--- src/rtl/uart_tx_fifo.sv ---
// UART transmitter with a circular transmit FIFO. Baud divisor, parity and
// stop-bit count are programmable and are latched at the start of each frame.
module uart_tx_fifo #(
  parameter int DATA_W     = 8,
  parameter int FIFO_DEPTH = 8,
  parameter int DIV_W      = 16
) (
  input  logic                          clk,
  input  logic                          reset,
  input  logic [DIV_W-1:0]              baud_div,
  input  logic                          parity_en,
  input  logic                          parity_odd,
  input  logic                          two_stop,
  input  logic [DATA_W-1:0]             in_data,
  input  logic                          in_valid,
  output logic                          in_ready,
  output logic                          tx,
  output logic                          busy,
  output logic [$clog2(FIFO_DEPTH):0]   fifo_count
);

  localparam int AW = $clog2(FIFO_DEPTH);
  localparam int CW = AW + 1;
  localparam int BW = $clog2(DATA_W);

  typedef enum logic [2:0] {
    S_IDLE,
    S_START,
    S_DATA,
    S_PARITY,
    S_STOP
  } state_t;

  state_t state_q, state_d;

  logic [DATA_W-1:0] mem [FIFO_DEPTH];
  logic [AW-1:0]     wr_ptr_q, rd_ptr_q;
  logic [CW-1:0]     count_q;
  logic              push, pop;

  logic [DIV_W-1:0]  div_eff;
  logic [DIV_W-1:0]  div_q, cnt_q;
  logic [DATA_W-1:0] shift_q;
  logic [BW-1:0]     bit_idx_q;
  logic              stop_idx_q;
  logic              par_en_q, par_bit_q, two_stop_q;
  logic              tick;

  assign in_ready   = count_q < CW'(FIFO_DEPTH);
  assign push       = in_valid && in_ready;
  assign fifo_count = count_q;
  assign busy       = (state_q != S_IDLE);
  assign div_eff    = (baud_div < DIV_W'(2)) ? DIV_W'(2) : baud_div;
  assign tick       = (cnt_q == '0);

  // NOTE: storage has no reset; only pointers and count define its contents,
  // so clearing them discards every queued word.
  always_ff @(posedge clk) begin
    if (push) mem[wr_ptr_q] <= in_data;
  end

  // NOTE: sequential state uses non-blocking assignments so every flop
  // samples values from before the edge.
  always_ff @(posedge clk or negedge reset) begin
    if (!reset) begin
      wr_ptr_q <= '0;
      rd_ptr_q <= '0;
      count_q  <= '0;
    end else begin
      if (push) wr_ptr_q <= wr_ptr_q + 1'b1;
      if (pop)  rd_ptr_q <= rd_ptr_q + 1'b1;
      case ({push, pop})
        2'b10:   count_q <= count_q + 1'b1;
        2'b01:   count_q <= count_q - 1'b1;
        default: count_q <= count_q;
      endcase
    end
  end

  always_ff @(posedge clk or negedge reset) begin
    if (!reset) state_q <= S_IDLE;
    else        state_q <= state_d;
  end

  // NOTE: every output of this block is defaulted first so no latch is inferred.
  always_comb begin
    state_d = state_q;
    pop     = 1'b0;
    tx      = 1'b1;
    case (state_q)
      S_IDLE: begin
        if (count_q != '0) begin
          pop     = 1'b1;
          state_d = S_START;
        end
      end
      S_START: begin
        tx = 1'b0;
        if (tick) state_d = S_DATA;
      end
      S_DATA: begin
        tx = shift_q[0];
        if (tick && bit_idx_q == BW'(DATA_W - 1))
          state_d = par_en_q ? S_PARITY : S_STOP;
      end
      S_PARITY: begin
        tx = par_bit_q;
        if (tick) state_d = S_STOP;
      end
      S_STOP: begin
        // Last cycle of the last stop bit chains straight into the next frame.
        if (tick && (stop_idx_q == two_stop_q)) begin
          if (count_q != '0) begin
            pop     = 1'b1;
            state_d = S_START;
          end else begin
            state_d = S_IDLE;
          end
        end
      end
      default: state_d = S_IDLE;
    endcase
  end

  always_ff @(posedge clk or negedge reset) begin
    if (!reset) begin
      div_q      <= '0;
      cnt_q      <= '0;
      shift_q    <= '0;
      bit_idx_q  <= '0;
      stop_idx_q <= 1'b0;
      par_en_q   <= 1'b0;
      par_bit_q  <= 1'b0;
      two_stop_q <= 1'b0;
    end else if (pop) begin
      shift_q    <= mem[rd_ptr_q];
      par_bit_q  <= (^mem[rd_ptr_q]) ^ parity_odd;
      par_en_q   <= parity_en;
      two_stop_q <= two_stop;
      div_q      <= div_eff;
      cnt_q      <= div_eff - 1'b1;
      bit_idx_q  <= '0;
      stop_idx_q <= 1'b0;
    end else if (state_q != S_IDLE) begin
      if (tick) begin
        cnt_q <= div_q - 1'b1;
        if (state_q == S_DATA) begin
          shift_q   <= shift_q >> 1;
          bit_idx_q <= bit_idx_q + 1'b1;
        end
        if (state_q == S_STOP) stop_idx_q <= 1'b1;
      end else begin
        cnt_q <= cnt_q - 1'b1;
      end
    end
  end

endmodule
--- config.mk ---
export PLATFORM = sky130hd
export DESIGN_NAME = uart_tx_fifo
export DESIGN_NICKNAME = d
export VERILOG_FILES = /design/src/rtl/uart_tx_fifo.sv
export SDC_FILE = /design/constraint.sdc
export NUM_CORES = 1
export LEC_CHECK = 0
export BUFFER_PORTS_ARGS = -buffer_cell sky130_fd_sc_hd__buf_2
export CORE_MARGIN = 3
export CORE_UTILIZATION = 61
export CTS_CLUSTER_SIZE = 10
export DETAILED_ROUTE_END_ITERATION = 10
export GPL_ROUTABILITY_DRIVEN = 0
export HOLD_SLACK_MARGIN = 0.12
export PLACE_DENSITY = 0.8
export SYNTH_ARGS = -nofsm -noshare
export SYNTH_HDL_FRONTEND = slang
export SYNTH_SLANG_ARGS = --single-unit
--- constraint.sdc ---
create_clock -name clk -period 4.4 [get_ports clk]
set_input_delay 0.88 -clock clk [delete_from_list [all_inputs] [get_ports clk]]
set_output_delay 0.88 -clock clk [all_outputs]
set_load 0.01 [all_outputs]
Word level (Yosys, flattened, before mapping)
Memories as Yosys holds them, arrays and structs flattened. Cells that the tools add are included.

Add/sub/neg operators: 8. Order comparisons: 2. Equal/unequal tests: 13. Muxes and demuxes: 31. Bitwise operators: 1. Reductions and logical operators: 16.

Operator list (number): 16-bit 2-to-1 mux (4); 16-bit by 1-bit subtractor with 16-bit output, second input constant (3); 8-bit 2-to-1 mux (4); 3-bit 2-to-1 mux (10); 16-bit logical NOT (1); 16-bit by 2-bit less-than comparator with 1-bit output, second input constant (1); 3-bit case mux with 5 select lines (1); 2-bit != test, second input constant (5); 2-bit nonzero test (5); 3-bit by 1-bit adder with 3-bit output, second input constant (3); 1-bit 2-to-1 mux (9); 4-bit case mux with 2 select lines (1); 8-bit XOR reduction (1); 3-bit by 2-bit == test with 1-bit output, second input constant (2); 3-bit == test, second input constant (2); 3-bit AND reduction (2); 5-bit AND reduction (1); 4-bit by 1-bit adder with 4-bit output, second input constant (1); 4-bit less-than comparator, second input constant (1); 4-bit nonzero test (1); 4-bit by 1-bit subtractor with 4-bit output, second input constant (1); 3-bit by 1-bit == test with 1-bit output, second input constant (1); 1-bit logical AND (3); 3-bit logical NOT (1); 7 further kinds (7).

Register bits after elaboration: 60. Bits in writable memories: 64. Bits of input ports: 30. Output and inout bits: 7. Word-level logic and storage cells: 84. Memories kept: 1.

Memory list: mem (words 8, bits a word 8, read ports 1, clocked after memory_dff 0, wr ports 1, RTL line 36) `logic [DATA_W-1:0] mem [FIFO_DEPTH];`.

Depth between registers and ports, before layout
Gate-level depths: netlist of the first run.

Depth in word-level cells: 6. Gate-level depth with buffers: 17. Mapped depth without buffers: 14.

Worst setup path after synthesis of the first run
No wires, ideal clock.

Path type: register -> register. From: register count_q[1] (netlist: fifo_count[1]). To: register cnt_q[12]. Setup time: 137 ps. Data arrival time: 3071 ps. Data required time: 4263 ps. Path slack: 1192 ps. Cell stages (with the launch flop): 17. Buffers on the path: 2. Period minus slack after synthesis: 3208 ps. Path through: dfrtp_1 > nor4_4 > nor3_4 > and3_1 > buf_6 > nor2_8 > inv_4 > buf_6 > o311a_1 > nor2_1 > ha_1 > nor2b_1 > o221ai_1 > a22oi_1 > nand4_1 > xnor2_1 > a21oi_1.

Cells in the longest elaborated chain, start to end: 5. Elaborated cells on any way between the ends: 6. Those cells by class: 4 x mux; 2 x reduce/logical.

Ends and longest elaborated chain: start: declaration (RTL line 38) `logic [CW-1:0] count_q;`; start signal: assignment (RTL line 73) `2'b10: count_q <= count_q + 1'b1;`; start signal: assignment (RTL line 74) `2'b01: count_q <= count_q - 1'b1;`; start signal: assignment (RTL line 75) `default: count_q <= count_q;`; 4-bit nonzero test * (RTL line 92, 113); 1-bit 2-to-1 mux * (RTL line 92, 113); 1-bit 2-to-1 mux (RTL line 112) `if (tick && (stop_idx_q == two_stop_q)) begin`; 1-bit case mux with 2 select lines * (RTL line 90) `case (state_q)`; 16-bit 2-to-1 mux or 2-bit nonzero test (tied branches); end signal: assignment (RTL line 141) `cnt_q <= div_eff - 1'b1;`; end signal: assignment (RTL line 146) `cnt_q <= div_q - 1'b1;`; end signal: assignment (RTL line 153) `cnt_q <= cnt_q - 1'b1;`; end: declaration (RTL line 42) `logic [DIV_W-1:0] div_q, cnt_q;`.

Every way passes the cells marked *; elsewhere a longest branch is shown, timed or not. A chain may end at the register's enable or synchronous reset.

Final worst setup path of the first run
From: register state_q[1]. To: register cnt_q[12].

Cells in the longest elaborated chain, start to end: 3. Elaborated cells on any way between the ends: 6. Those cells by class: 1 x eq/ne; 2 x mux; 3 x reduce/logical.

Ends and longest elaborated chain: start: declaration (RTL line 34) `state_t state_q, state_d;`; start signal: assignment (RTL line 82) `else state_q <= state_d;`; 3-bit == test or 3-bit logical NOT (tied branches) (RTL line 90); 1-bit case mux with 2 select lines (RTL line 90); 16-bit 2-to-1 mux or 2-bit nonzero test (tied branches).

Parallel ways exist; a longest one is shown, timed or not.

==> results of run 1 <==
==> logic make-up (layout without fill, tap and decap cells) <==
family | count (synthesis) | count (layout)
AO/OA/AOI/OAI | 99 | 99
XOR/XNOR | 28 | 28
adder cells (fa/ha/maj) | 9 | 9
buffers and inverters | 31 | 87
flip-flops | 124 | 124
multiplexers | 42 | 42
AND/OR/NAND/NOR | 175 | 175
==> worst paths after layout <==
check                         endpoint        from  cells past startpoint
min                          div_q[10]   div_q[10]                      2
max                          cnt_q[12]  state_q[1]                     13
max reg2reg                  cnt_q[12]  state_q[1]                     13
min in group asynchronous  wr_ptr_q[1]       reset                      1
min reg2reg                  div_q[10]   div_q[10]                      2
max in group asynchronous   state_q[2]       reset                      2
==> cell type report <==
type | count | area [um2] | area share
clock inverter | 14 | 159 | 0.0231
sequential | 124 | 3420 | 0.497
clock buffer | 17 | 414 | 0.0601
timing repair buffer | 46 | 255 | 0.0371
multi-input combinational | 353 | 2430 | 0.353
tap | 129 | 161 | 0.0234
inverter | 10 | 40.0 | 0.00581
==> per-layer routing <==
layer,wire [um],part of all wire
met1,5380,0.40
met2,6720,0.50
met3,832,0.062
met4,434,0.032
met5,0,0
==> through the flow <==
stage | setup WS [ns] | power [mW] | std cells
2_1_floorplan | 1.19 | 3.59 | 508
3_3_place_gp | 0.667 | 4.00 | 662
3_5_place_dp | 0.507 | 4.10 | 662
4_1_cts | 0.496 | 5.47 | 693
5_1_grt | 0.157 | 5.82 | 693
6_report | 0.396 | 5.46 | 693
==> report_power, final <==
part           internal [mW]  switching (mW)  leakage, nW
Sequential              1.56           0.359         1.30
Combinational          0.986            1.21         1.20
Clock                  0.813           0.530        0.281
==> registers in the layout, indices dropped and copies added, names as in the netlist <==
| name | flops |
|---|---|
| cnt_q | 16 |
| bit_idx_q | 3 |
| state_q | 3 |
| fifo_count | 4 |
| div_q | 16 |
| wr_ptr_q | 3 |
| shift_q | 8 |
| mem | 64 |
| par_bit_q | 1 |
| rd_ptr_q | 3 |
| stop_idx_q | 1 |
| two_stop_q | 1 |
| par_en_q | 1 |
==> cells in the final DEF (no fill, tap or decap), types with 3 or more instances in the layout <==
cell       count
o21a_1         4
nand4_1        5
xnor2_1       21
nor3_1        17
and3_1         3
edfxtp_1      64
inv_6          4
nor2_1        47
nand2b_1       6
mux2_2         3
o211ai_1       3
inv_1          8
a21o_1         7
o22ai_1        4
a22o_1         4
buf_4         10
xor2_1         7
dfrtp_1       60
o21ai_0       17
buf_2         36
mux2i_1       27
nor4_1         5
a31oi_1        6
ha_1           8
clkbuf_16     16
nor2b_1        3
a21oi_1       29
nand2_1       70
nand3_1        7
o31ai_1        3
clkinv_4       4
mux4_2        12
==> cells in the mapped netlist (all sizes together), types with 2 or more instances <==
cell type	instances	share of area
nand2b	6	0.0062
dfrtp	60	0.25
nand2	70	0.044
mux2	3	0.0056
a21oi	30	0.026
a22o	4	0.0058
inv	10	0.0066
clkbuf	6	0.0039
ha	8	0.017
o22ai	4	0.0042
o31ai	3	0.0037
nor2b	3	0.0031
o2111ai	2	0.0029
o21a	4	0.0050
or3	2	0.0021
xnor2	21	0.031
o211ai	4	0.0058
mux2i	27	0.045
nor3	19	0.018
o32ai	2	0.0060
o32a	2	0.0033
and2	2	0.0021
nand3	7	0.0058
nor4	6	0.0087
a21o	7	0.0087
a31oi	6	0.0062
o21ai	20	0.017
nand4	5	0.0052
nor2	49	0.034
a22oi	2	0.0025
mux4	12	0.045
edfxtp	64	0.32
xor2	7	0.010
buf	15	0.017
and3	3	0.0031
==> worst reg2reg max path, cell delays in order (launching register included) <==
cell	delay (ns)
dfrtp_1	0.49
or2_4	0.31
nor3_4	0.47
and3_1	0.52
nor2_8	0.20
or3_1	0.44
o21ai_0	0.10
ha_1	0.26
nor2b_1	0.16
o221ai_1	0.14
a22oi_1	0.33
nand4_1	0.16
xnor2_1	0.18
a21oi_1	0.09
==> run summary, run 1 <==
initial antenna violation count: 0
crit path kind: register to register
FP Rows: 35
Worst Path Arrival: 4.36 ns
Layout Utilization: 0.732
GRT met3 Usage: 0.0539
setup TNS: 0 ns
simple-gate area share of the yosys netlist: 0.137
peak fanout along the critical path: 34
number of detailed-route iterations in the first pass: 5
CP bufs+invs: 0
busiest grt layer: met2
YS warnings: 0
via/cell ratio: 6.13
Post-Syn Area: 6020 um2
Vias: 4247
P_leak: 2.79 nW
WP data required: 4.75 ns
pin count of the biggest net entering global routing: 41
Yosys cell types: 63
post-synth net total: 547
Yosys reg bits: 124
Nets: 591
asr flop ratio synth: 0.484
clk slew on worst S/H paths: 0.06 ns
Worst setup SP type: register
Final period util: 0.910
endpoint type of the worst setup path: register
Filler cells: 626
Placed Instance Area: 6310 um2
Post-DRT Antenna Nets: 0
layout cells sized above 1: 0.191
CTS tree: yes
area grow syn2layout: 14.4%
setup bufs post-CTS: 0
GR Util met1: 0.324
Top FF cell, synth: edfxtp_1
post-synthesis xor/xnor area fraction: 0.0407
hold_buf cts: 0
first-pass GRT wire length: 22000 um
Top Ports: 37
drt wl/cell: 19.3 um
hold_ws: 0.479 ns
grt ovf: 0
Syn Area/Cell: 11.9 um2
Port Buf Inserts: 36
R2R Setup Slk: 0.40 ns
maximum clock frequency: 250 MHz
met2 GRT Util: 0.431
Hold Crit Class: register to register
max incr delay on CP: 0.52 ns
max-cap violations: 0
Tightest Pin Transition: 0.999 ns
Total GRT Usage: 0.258
multiplexer area fraction after synthesis: 0.0953
number of inserted diodes: 0
setup violators final: 0
H-tree levels: 4
post-synthesis adder-cell area fraction: 0.0199
post-layout instance area: 6890 um2
Post-synth EDFFs: 64
fin crit period: 4.00 ns
core footprint: 9420 um2
highest-delay cell along the critical path: and3_1
final hold vios: 0
DR DRC count: 0
placed wire-length estimate: 8990 um
vias in the first global route: 4347
Worst path top cell family by delay: simple AND/OR/NAND/NOR gates
die area: 11100 um2
PwrDens: 793 nW/um2
largest family of logic cells by synthesized area: simple AND/OR/NAND/NOR gates
CTS-repair resized insts: 0
initial core utilization: 0.640
Die Width: 105 um
routed wire length: 13400 um
RSZ-0062 raised after global routing: false
status: completed
final clock skew: 0.00917 ns
Root Driver: clkbuf_8
Die Y: 105 um
Slew Limit Fails: 0
Num Clock Sinks: 124
register area share after synthesis: 0.568
Syn Inst Count: 508
maximum vdd drop: 0.469 mV
1st-iter DRT viols: 361
CTS buffer count: 17
worst path cell trace: or2_4, nor3_4, and3_1, nor2_8, or3_1, o21ai_0, ha_1, nor2b_1, o221ai_1, a22oi_1, nand4_1, xnor2_1, a21oi_1
Clock Latency Late Sink: 0.52 ns
post-synthesis compound-gate area fraction: 0.111
slew margin rel.: 0.332
CTS max path bufs: 2
Power figures use the tool's default switching activity.
==> run 2: changes to the inputs <==
--- a/config.mk
+++ b/config.mk
@@ -6,13 +6,14 @@
 export NUM_CORES = 1
 export LEC_CHECK = 0
 export BUFFER_PORTS_ARGS = -buffer_cell sky130_fd_sc_hd__buf_2
-export CORE_MARGIN = 3
-export CORE_UTILIZATION = 61
+export CORE_MARGIN = 2
+export CORE_UTILIZATION = 63
+export CTS_BUF_LIST = sky130_fd_sc_hd__clkbuf_2 sky130_fd_sc_hd__clkbuf_4 sky130_fd_sc_hd__clkbuf_8
 export CTS_CLUSTER_SIZE = 10
 export DETAILED_ROUTE_END_ITERATION = 10
 export GPL_ROUTABILITY_DRIVEN = 0
 export HOLD_SLACK_MARGIN = 0.12
-export PLACE_DENSITY = 0.8
+export PLACE_DENSITY = 0.82
 export SYNTH_ARGS = -nofsm -noshare
 export SYNTH_HDL_FRONTEND = slang
 export SYNTH_SLANG_ARGS = --single-unit
==> run summary, run 2 (same netlist as run 1, synthesis figures left out) <==
via/cell ratio: 6.12 (-0.11%)
peak fanout along the critical path: 34 (unchanged)
drt wl/cell: 18.9 um (-2.1%)
setup TNS: 0 ns (unchanged)
Design Power: 5.25 mW (-3.9%)
hold_buf cts: 0 (unchanged)
layout cells sized above 1: 0.190 (-0.00144)
H-tree levels: 4 (unchanged)
1st-iter DRT viols: 265 (-27%)
CP bufs+invs: 0 (unchanged)
clk slew on worst S/H paths: 0.08 ns (+0.02 ns)
Clock Latency Late Sink: 0.44 ns (-0.08 ns)
core footprint: 9240 um2 (-1.9%)
R2R Setup Slk: 0.44 ns (+0.04 ns)
number of inserted diodes: 0 (unchanged)
Port Buf Inserts: 36 (unchanged)
maximum clock frequency: 253 MHz (+1.1%)
status: completed
Die Y: 102 um (-3.4%)
Num Clock Sinks: 124 (unchanged)
area grow syn2layout: 12.2%
largest registers: mem (64), cnt_q (16), div_q (16)
Worst Path Arrival: 4.24 ns (-0.12 ns)
max-cap violations: 0 (unchanged)
die area: 10400 um2 (-6.7%)
first-pass GRT wire length: 20900 um (-5.1%)
Die Width: 102 um (-3.4%)
FP Rows: 35 (unchanged)
Slew Limit Fails: 0 (unchanged)
CTS max path bufs: 2 (unchanged)
number of detailed-route iterations in the first pass: 5 (unchanged)
setup bufs post-CTS: 0 (unchanged)
max reg flops: 64 (unchanged)
Vias: 4236 (-0.26%)
Post-DRT Antenna Nets: 0 (unchanged)
vias in the first global route: 4256 (-2.1%)
commonest non-fill, non-tap cells in the layout: nand2_1, edfxtp_1, dfrtp_1
DR DRC count: 0 (unchanged)
maximum vdd drop: 0.452 mV (-3.5%)
P_leak: 2.72 nW (-2.2%)
slew margin rel.: 0.304 (-0.0284)
WP data required: 4.68 ns (-0.07 ns)
endpoint type of the worst setup path: register
pin count of the biggest net entering global routing: 42 (+2.4%)
grt ovf: 0 (unchanged)
initial antenna violation count: 0 (unchanged)
commonest non-fill, non-tap cell in the layout: nand2_1
final hold vios: 0 (unchanged)
max incr delay on CP: 0.50 ns (-0.02 ns)
Filler cells: 607 (-3.0%)
Worst path top cell family by delay: simple AND/OR/NAND/NOR gates
worst path cell trace: or2_4, nor3_4, and3_1, nor2_8, or3_1, o21ai_0, ha_1, nor2b_1, o221ai_1, a22oi_1, nand4_1, xnor2_1, a21oi_1
PwrDens: 777 nW/um2 (-2.1%)
placed wire-length estimate: 8560 um (-4.8%)
Worst setup SP type: register
Post-Place Setup Slack: 0.544 ns (+0.0369 ns)
Root Driver: clkbuf_8
Final period util: 0.900 (-0.0102)
Total GRT Usage: 0.271 (+0.0132)
Tightest Pin Transition: 1.04 ns (+0.0425 ns)
CTS tree: yes
initial core utilization: 0.652 (+0.0121)
CTS-repair resized insts: 0 (unchanged)
fin crit period: 3.96 ns (-0.0449 ns)
setup violators final: 0 (unchanged)
CTS buffer count: 17 (unchanged)
fin worst setup slack: 0.441 ns (+0.0449 ns)
highest-delay cell along the critical path: dfrtp_1
routed wire length: 13100 um (-2.3%)
Hold Crit Class: primary input to asynchronous set/reset pin
RSZ-0062 raised after global routing: false
largest register by flop count: mem
Nets: 589 (-0.34%)
final clock skew: 0.0111 ns (+0.00189 ns)
crit path kind: register to register
Layout Utilization: 0.731 (about the same)
Top Ports: 37 (unchanged)
run 2: changes by cell type in the layout (fill, tap and decap cells not counted), sizes merged:
cell	previous run	this run
clkinv	6	3
buf	46	44
bufinv	2	4
inv	15	17
run 2: final timing paths:
| path | to | cells after the start | start |
|---|---|---|---|
| max | cnt_q[12] | 13 | state_q[1] |
| min | state_q[2] | 1 | reset |
| max reg2reg | cnt_q[12] | 13 | state_q[1] |
| min reg2reg | div_q[10] | 2 | div_q[10] |
| max in group asynchronous | div_q[11] | 2 | reset |
| min in group clk | div_q[10] | 2 | div_q[10] |
run 2: cell type report:
type                            count  area [um2]  share of cell area
Tap cell                          129         161              0.0239
Clock inverter                     15         225              0.0333
Timing Repair Buffer               44         240              0.0355
Sequential cell                   124        3420               0.506
Multi-Input combinational cell    353        2430               0.360
Clock buffer                       17         234              0.0346
Inverter                           10        40.0             0.00592
run 2: power by group:
group          switching, mW  leakage [nW]  internal [mW]
registers              0.353          1.30           1.56
clock network          0.512         0.229          0.640
logic                   1.21          1.19          0.973
total                   2.08          2.72           3.17
run 2: per-layer routing:
layer	vias up	GRT usage	share of wire
met4	0	0.151	0.032
li1	1954	-	-
met3	46	0.0718	0.063
met5	-	0	0
met2	179	0.453	0.51
met1	2057	0.320	0.39
run 2: through the flow:
| step | instances | hold slack [ns] | cell area (um2) |
|---|---|---|---|
| after floorplan | 508 | 0.439 | 6020 |
| after global placement | 660 | 0.468 | 6300 |
| after CTS | 692 | 0.369 | 6760 |
| final | 692 | 0.365 | 6760 |
| after detailed placement | 660 | 0.461 | 6300 |
| after global routing | 692 | 0.383 | 6760 |
